**src/rtl/dpd_mag_cordic.sv**
```systemverilog
// CORDIC vectoring magnitude front-end for the DPD actuator, with a bit-exact aligned sample delay line.
// Optional build macro DPD_MAG_SAT_CNT_EN adds sat_clr / sat_cnt (count of clipped magnitudes).
module dpd_mag_cordic #(
  parameter int DATA_WIDTH = 32,
  parameter int ADDR_WIDTH = 10,
  parameter int ITER       = 12
) (
  input  logic                  clk,
  input  logic                  rst,
  input  logic                  tu_enable,
  input  logic [DATA_WIDTH-1:0] tu,
`ifdef DPD_MAG_SAT_CNT_EN
  input  logic                  sat_clr,
  output logic [15:0]           sat_cnt,
`endif
  output logic [DATA_WIDTH-1:0] tu_out,
  output logic                  tu_out_enable,
  output logic [ADDR_WIDTH-1:0] mag
);
  localparam int HW  = DATA_WIDTH / 2;
  localparam int H   = HW + 2;
  localparam int S   = HW - 1 - ADDR_WIDTH;
  localparam int LAT = ITER + 3;
  localparam logic [14:0] GAIN_K  = 15'd19898;
  localparam logic [H:0]  RND     = {{H{1'b0}}, 1'b1} << (S - 1);
  localparam logic [H:0]  MAG_MAX = {{(H + 1 - ADDR_WIDTH){1'b0}}, {ADDR_WIDTH{1'b1}}};

  logic [DATA_WIDTH-1:0] gated_s;
  logic signed [H:0]     abs_i_s;
  logic signed [H:0]     abs_q_s;
  logic signed [H:0]     x_r [0:ITER];
  logic signed [H:0]     y_r [0:ITER];
  logic [DATA_WIDTH-1:0] data_r [0:LAT-1];
  logic [LAT-1:0]        vld_r;
  logic [H+14:0]         prod_s;
  logic [H-1:0]          xg_r;
  logic [H:0]            round_s;
  logic [H:0]            r_s;
  logic                  sat_s;
  logic [ADDR_WIDTH-1:0] mag_r;
  logic                  unused_s;

  // Sign-extend one half to H+1 bits and take its magnitude; -2^(HW-1) stays positive.
  function automatic logic signed [H:0] abs_ext(input logic [HW-1:0] v);
    logic signed [H:0] e;
    e = {{(H + 1 - HW){v[HW-1]}}, v};
    if (v[HW-1]) begin
      abs_ext = -e;
    end else begin
      abs_ext = e;
    end
  endfunction

  // Disabled slots enter the pipeline as zero.
  always_comb begin
    if (tu_enable) begin
      gated_s = tu;
    end else begin
      gated_s = '0;
    end
  end

  assign abs_i_s = abs_ext(gated_s[DATA_WIDTH-1:HW]);
  assign abs_q_s = abs_ext(gated_s[HW-1:0]);

  // Abs stage followed by ITER vectoring micro-rotations driving y toward zero.
  always_ff @(posedge clk) begin
    if (rst) begin
      for (int k = 0; k <= ITER; k++) begin
        x_r[k] <= '0;
        y_r[k] <= '0;
      end
    end else begin
      x_r[0] <= abs_i_s;
      y_r[0] <= abs_q_s;
      for (int k = 0; k < ITER; k++) begin
        if (!y_r[k][H]) begin
          x_r[k+1] <= x_r[k] + (y_r[k] >>> k);
          y_r[k+1] <= y_r[k] - (x_r[k] >>> k);
        end else begin
          x_r[k+1] <= x_r[k] - (y_r[k] >>> k);
          y_r[k+1] <= y_r[k] + (x_r[k] >>> k);
        end
      end
    end
  end

  // x stays non-negative through vectoring, so the gain multiply is unsigned.
  assign prod_s  = {15'b0, x_r[ITER][H-1:0]} * {{H{1'b0}}, GAIN_K};
  assign round_s = {1'b0, xg_r} + RND;
  assign r_s     = round_s >> S;
  assign sat_s   = (r_s > MAG_MAX);
  assign unused_s = ^{prod_s[14:0], x_r[ITER][H], y_r[ITER]};

  // Gain compensation and rounded, clipped quantization; invalid slots read zero.
  always_ff @(posedge clk) begin
    if (rst) begin
      xg_r  <= '0;
      mag_r <= '0;
    end else begin
      xg_r <= prod_s[H+14:15];
      if (!vld_r[LAT-2]) begin
        mag_r <= '0;
      end else if (sat_s) begin
        mag_r <= '1;
      end else begin
        mag_r <= r_s[ADDR_WIDTH-1:0];
      end
    end
  end

  // Sample and valid delay line, LAT deep, aligned with mag.
  always_ff @(posedge clk) begin
    if (rst) begin
      vld_r <= '0;
      for (int i = 0; i < LAT; i++) begin
        data_r[i] <= '0;
      end
    end else begin
      vld_r     <= {vld_r[LAT-2:0], tu_enable};
      data_r[0] <= gated_s;
      for (int i = 1; i < LAT; i++) begin
        data_r[i] <= data_r[i-1];
      end
    end
  end

`ifdef DPD_MAG_SAT_CNT_EN
  logic [15:0] sat_cnt_r;

  // Saturating count of valid outputs whose magnitude had to be clipped; clear wins.
  always_ff @(posedge clk) begin
    if (rst) begin
      sat_cnt_r <= 16'd0;
    end else if (sat_clr) begin
      sat_cnt_r <= 16'd0;
    end else if (vld_r[LAT-2] && sat_s && (sat_cnt_r != 16'hFFFF)) begin
      sat_cnt_r <= sat_cnt_r + 16'd1;
    end else begin
      sat_cnt_r <= sat_cnt_r;
    end
  end

  assign sat_cnt = sat_cnt_r;
`endif

  assign tu_out        = data_r[LAT-1];
  assign tu_out_enable = vld_r[LAT-1];
  assign mag           = mag_r;

endmodule

```
**config.mk**
```make
export PLATFORM = sky130hd
export DESIGN_NAME = dpd_mag_cordic
export DESIGN_NICKNAME = d
export VERILOG_FILES = /design/src/rtl/dpd_mag_cordic.sv
export SDC_FILE = /design/constraint.sdc
export NUM_CORES = 2
export LEC_CHECK = 0
export ABC_AREA = 1
export BUFFER_PORTS_ARGS = -buffer_cell sky130_fd_sc_hd__buf_4
export CAP_MARGIN = 10
export CORE_ASPECT_RATIO = 1.5
export CORE_MARGIN = 1
export CORE_UTILIZATION = 50
export DETAILED_ROUTE_END_ITERATION = 7
export HOLD_SLACK_MARGIN = 0.02
export PLACE_DENSITY = 0.65
export SYNTH_ARGS = -nofsm -noshare
export SYNTH_HDL_FRONTEND = slang
export SYNTH_SLANG_ARGS = --single-unit
```
**constraint.sdc**
```tcl
create_clock -name clk -period 7.7 [get_ports clk]
set_input_delay 1.54 -clock clk [delete_from_list [all_inputs] [get_ports clk]]
set_output_delay 1.54 -clock clk [all_outputs]
set_load 0.05 [all_outputs]
```
# Yosys cells after proc, flatten, opt, wreduce, memory -nomap -nowiden
# Memory sizes are Yosys's and may differ from the RTL's.
# Cells that the tools add are included.
# totals
out_inout_bits	43
inputBits	35
regBits	43
mem_count	3
mem_bits_rw	974
wordCells	269
# op_classes
magnitude_cmp	1
multipliers	1
n_mux	144
n_bitwise	66
reduce_logical	1
n_addsub	50
# mem_list
memory	words	width	read_ports	rd_ports_with_merged_regs	wr	line_no	source
data_r	15	32	15	0	15	33	logic [DATA_WIDTH-1:0] data_r [0:LAT-1];
x_r	13	19	13	0	13	31	logic signed [H:0] x_r [0:ITER];
y_r	13	19	12	0	13	32	logic signed [H:0] y_r [0:ITER];
# ops
cell	count
2-to-1 mux 19 bit	52
2-to-1 mux 32 bit	16
2-to-1 mux 1 bit	75
bitwise OR 1 bit	65
adder 19 x 10 -> 19 bit	2
adder 19 x 11 -> 19 bit	2
adder 19 x 12 -> 19 bit	2
adder 19 x 13 -> 19 bit	2
adder 19 x 14 -> 19 bit	2
adder 19 x 15 -> 19 bit	2
adder 19 x 16 -> 19 bit	2
adder 19 x 17 -> 19 bit	2
adder 19 x 18 -> 19 bit	2
adder 19 x 8 -> 19 bit	2
adder 19 x 9 -> 19 bit	2
negation 16 -> 19 bit	2
subtractor 19 x 10 -> 19 bit	2
subtractor 19 x 11 -> 19 bit	2
subtractor 19 x 12 -> 19 bit	2
subtractor 19 x 13 -> 19 bit	2
subtractor 19 x 14 -> 19 bit	2
subtractor 19 x 15 -> 19 bit	2
subtractor 19 x 16 -> 19 bit	2
subtractor 19 x 17 -> 19 bit	2
other kinds (11)	15

# Depth between registers and ports, before layout
# An unclocked memory read counts as a cell.
# logic_depth
word_depth	6
mapped_depth	24
mapped_depth_nobuf	24

# Least setup slack after synthesis
# Ideal clock, no wire load.
# synth_path
path_kind	register to register
startpoint	memory x_r[0][243] in the netlist's numbering
endpoint	register xg_r[11]
setup_slack_ns	3.021
setup_time_ns	0.113
stages_incl_launch_ff	25
n_path_buf	0
period_less_slack_ns	4.679
required_ns	7.587
arrival_ns	4.566
cell_sequence	edfxtp_1 -> inv_1 -> fa_1 -> inv_1 -> ha_1 -> inv_1 -> fa_1 -> inv_1 -> fa_1 -> fa_1 -> inv_1 -> fa_1 -> inv_1 -> ha_1 -> nand2_1 -> inv_1 -> nand2_1 -> nor3_1 -> nand2_1 -> nor2_1 -> nor2_1 -> nand2_1 -> nand2_1 -> nand2_1 -> nor2_1
# synth_lines
element	line_no	source
from (decl)	31	
to (signal assigned)	101	xg_r <= prod_s[H+14:15];
to (decl)	36	logic [H-1:0] xg_r;

==> flow_metrics.tcl <==
set metrics [dict create \
    synthesis.area_um2 68700 \
    die_h_um 456 \
    hold_viol 0 \
    grt_pass1_vias 58100 \
    rsz0062_at_grt "false" \
    ioPinCount 78 \
    slowest_stage "fa_1" \
    drt_iter0_markers 3804 \
    met2_usage_pct 49.9 \
    worstPathArrival_ns 5.73 \
    slew_headroom_pct 31.2 \
    cts_buffers 97 \
    setup_viol 0 \
    synth_area_leaders "edfxtp_1 18%, dfxtp_1 16%, ha_1 11%, nand2_1 10%, inv_1 9.3%" \
    finalWirelength_um 189000 \
    clock_skew_ns 0.0458 \
    cts_setup_buffers 0 \
    cts_resized 0 \
    busiest_layer "met2" \
    n_fill_cell 13400 \
    yosys-top-cells-count "1841 x nand2_1, 1700 x inv_1, 1530 x nor2_1" \
    synth-main-ff-cell "dfxtp_1" \
    maxSlewViolCount 0 \
    cp.buffers_inverters 6 \
    cts-root-buf "clkbuf_16" \
    required_ns 8.31 \
    drtAntennaViolNets 0 \
    dp_hpwl_um 153000 \
    outcome "complete, no violations" \
    htreeDepth 3 \
    clk_pin_slew_ns 0.06 \
    cts_buffer_depth 3 \
    insertion_delay_ns 0.76 \
    layout-drive-gt1-share_pct 3.30 \
    worstMarginPinSlew_ns 1.03 \
    ys_warn_count 0 \
    crit_path_cell_trace "inv_1 -> fa_1 -> inv_1 -> ha_1 -> inv_1 -> fa_1 -> inv_1 -> fa_1 -> fa_1 -> inv_1 -> fa_1 -> inv_1 -> ha_1 -> a21oi_1 -> o21ai_0 -> a21oi_1 -> nand2_1 -> nand2_1 -> nand3_1 -> nand2_1 -> nor2_1" \
    syn_inst 9527 \
    setup_tns_ns 0 \
    place_congestion 0.970 \
    via_per_inst 5.07 \
    crit_type "flop to flop" \
    synth_most_common_cell "nand2_1" \
    synth_edf_count 423 \
    synth_area_per_cell_um2 7.21 \
    grt_usage_pct 27.0 \
    nets 10700 \
    use_met1_pct 29.7 \
    hp-class "flop to flop" \
    fin_crit_ns 5.12 \
    num_vias 59900 \
    grtUsageMet3_pct 2.65 \
    antenna_found_initial 2 \
    die_x_um 305 \
    post-synth-top-area-fraction_pct 18.5 \
    synth-seq-cells 980 \
    initial_core_util_pct 50.3 \
    maxCapViolations 0 \
    ys_seq_area_share_pct 34.7 \
    syn_to_final_growth_pct 10.3 \
    dieArea_um2 139000 \
    async_flop_share_pct 0 \
    grt_pass1_wl_um 300000 \
    wl_per_cell_um 16.0 \
    end_kind "flop" \
    cpLargestDelayFamily "adder cells" \
    fmax_ghz 0.195 \
    cts_hold_buf 0 \
    yosysTopAreaCell "edfxtp_1" \
    firstDrtPassIters 6 \
    cp_common_cell "inv_1" \
    io_buffers 77 \
    period_share_pct 66.5 \
    rows 166 \
    cp_max_fo 5 \
    core_area_um2 136000 \
    max_stage_delay_ns 0.56 \
    synth_cell_types 60 \
    cts_tree "built" \
    clkSinkCount 980 \
    grt_max_degree 115 \
    start_kind "flop" \
    drcViolationCount 0 \
    overflow 0 \
]
-- sequential cells by signal, indices dropped and copies added, names as in the netlist --
signal / flops
mag: 10
vld_r: 15
x_r: 245
data_r: 480
y_r: 216
xg_r: 14
-- per-layer routing --
layer	vias up	routed length [µm]	share of wire, %
li1	30800	-	-
met1	27100	74100	39
met2	1507	96200	51
met3	522	6710	3.5
met4	2	12200	6.4
met5	-	10	0.0053
-- kinds of logic (layout without fill, tap and decap cells) --
group	Yosys count	count (layout)	synth area share, %
compound gates	1467	1467	11.7
flops	980	980	34.7
simple gates	4181	4181	24.8
fa+ha+maj	739	739	14.8
buf+inv	1905	1992	10.7
xor+xnor	252	252	3.22
other cells	2	430	0.0109
mux	1	1	0.0146
-- path summary, 6_finish.rpt --
| check | start | to | slack (ns) | depth (start not counted) |
|---|---|---|---|---|
| hold / removal | data_r[2][6] | data_r[3][6] | 0.36 | 2 |
| setup / recovery | x_r[0][235] | xg_r[12] | 2.58 | 21 |
| hold reg to reg | data_r[2][6] | data_r[3][6] | 0.36 | 2 |
| setup reg to reg | x_r[0][235] | xg_r[12] | 2.58 | 21 |
-- stage by stage --
step / hold WS, ns / cell area (µm²) / setup slack, ns / std cells / utilization, %
after floorplan: 0.388 / 70300 / 3.02 / 9954 / -
after global placement: 0.389 / 72300 / 2.56 / 11600 / 53.0
after detailed placement: 0.392 / 72300 / 2.57 / 11600 / 53.0
after CTS: 0.360 / 75800 / 2.54 / 11800 / 55.5
after global routing: 0.400 / 75800 / 2.22 / 11800 / 55.5
final: 0.364 / 75800 / 2.58 / 11800 / 55.5
-- cell usage in the layout, fill, tap and decap left out, drive strengths merged, types with 4 or more instances in the layout --
| cell type | count |
|---|---|
| a211oi | 5 |
| a21boi | 31 |
| a21o | 52 |
| a21oi | 708 |
| a311oi | 4 |
| a31oi | 41 |
| and2 | 12 |
| buf | 93 |
| bufinv | 9 |
| clkbuf | 124 |
| clkinv | 27 |
| clkinvlp | 8 |
| conb | 429 |
| dfxtp | 557 |
| edfxtp | 423 |
| fa | 126 |
| ha | 613 |
| inv | 1731 |
| nand2 | 1851 |
| nand3 | 511 |
| nand3b | 23 |
| nand4 | 59 |
| nor2 | 1549 |
| nor3 | 137 |
| nor3b | 9 |
| nor4 | 7 |
| o211a | 7 |
| o21a | 54 |
| o21ai | 476 |
| o21bai | 46 |
| o22ai | 8 |
| o31ai | 25 |
| or2 | 20 |
| xnor2 | 43 |
| xor2 | 209 |
-- layout make-up --
cell class                      instances  area, µm²  share of cell area (%)
Multi-Input combinational cell       7069      39100                    51.6
Sequential cell                       980      23900                    31.5
Inverter                             1722       6470                    8.54
Clock buffer                          124       2700                    3.57
Tap cell                             1764       2210                    2.91
Clock inverter                         53        732                   0.966
Timing Repair Buffer                   93        718                   0.948
Antenna cell                            1       2.50                 0.00330
-- tightest hold or removal path, delay by kind of cell (launching register included) --
| kind | cells | cell delay (ns) |
|---|---|---|
| simple gates | 1 | 0.03 |
| buf+inv | 1 | 0.04 |
| flops | 1 | 0.30 |
Power is left out: the tool's default activity adds up to more than one toggle a clock period on the data nets, which glitch-free logic cannot reach.
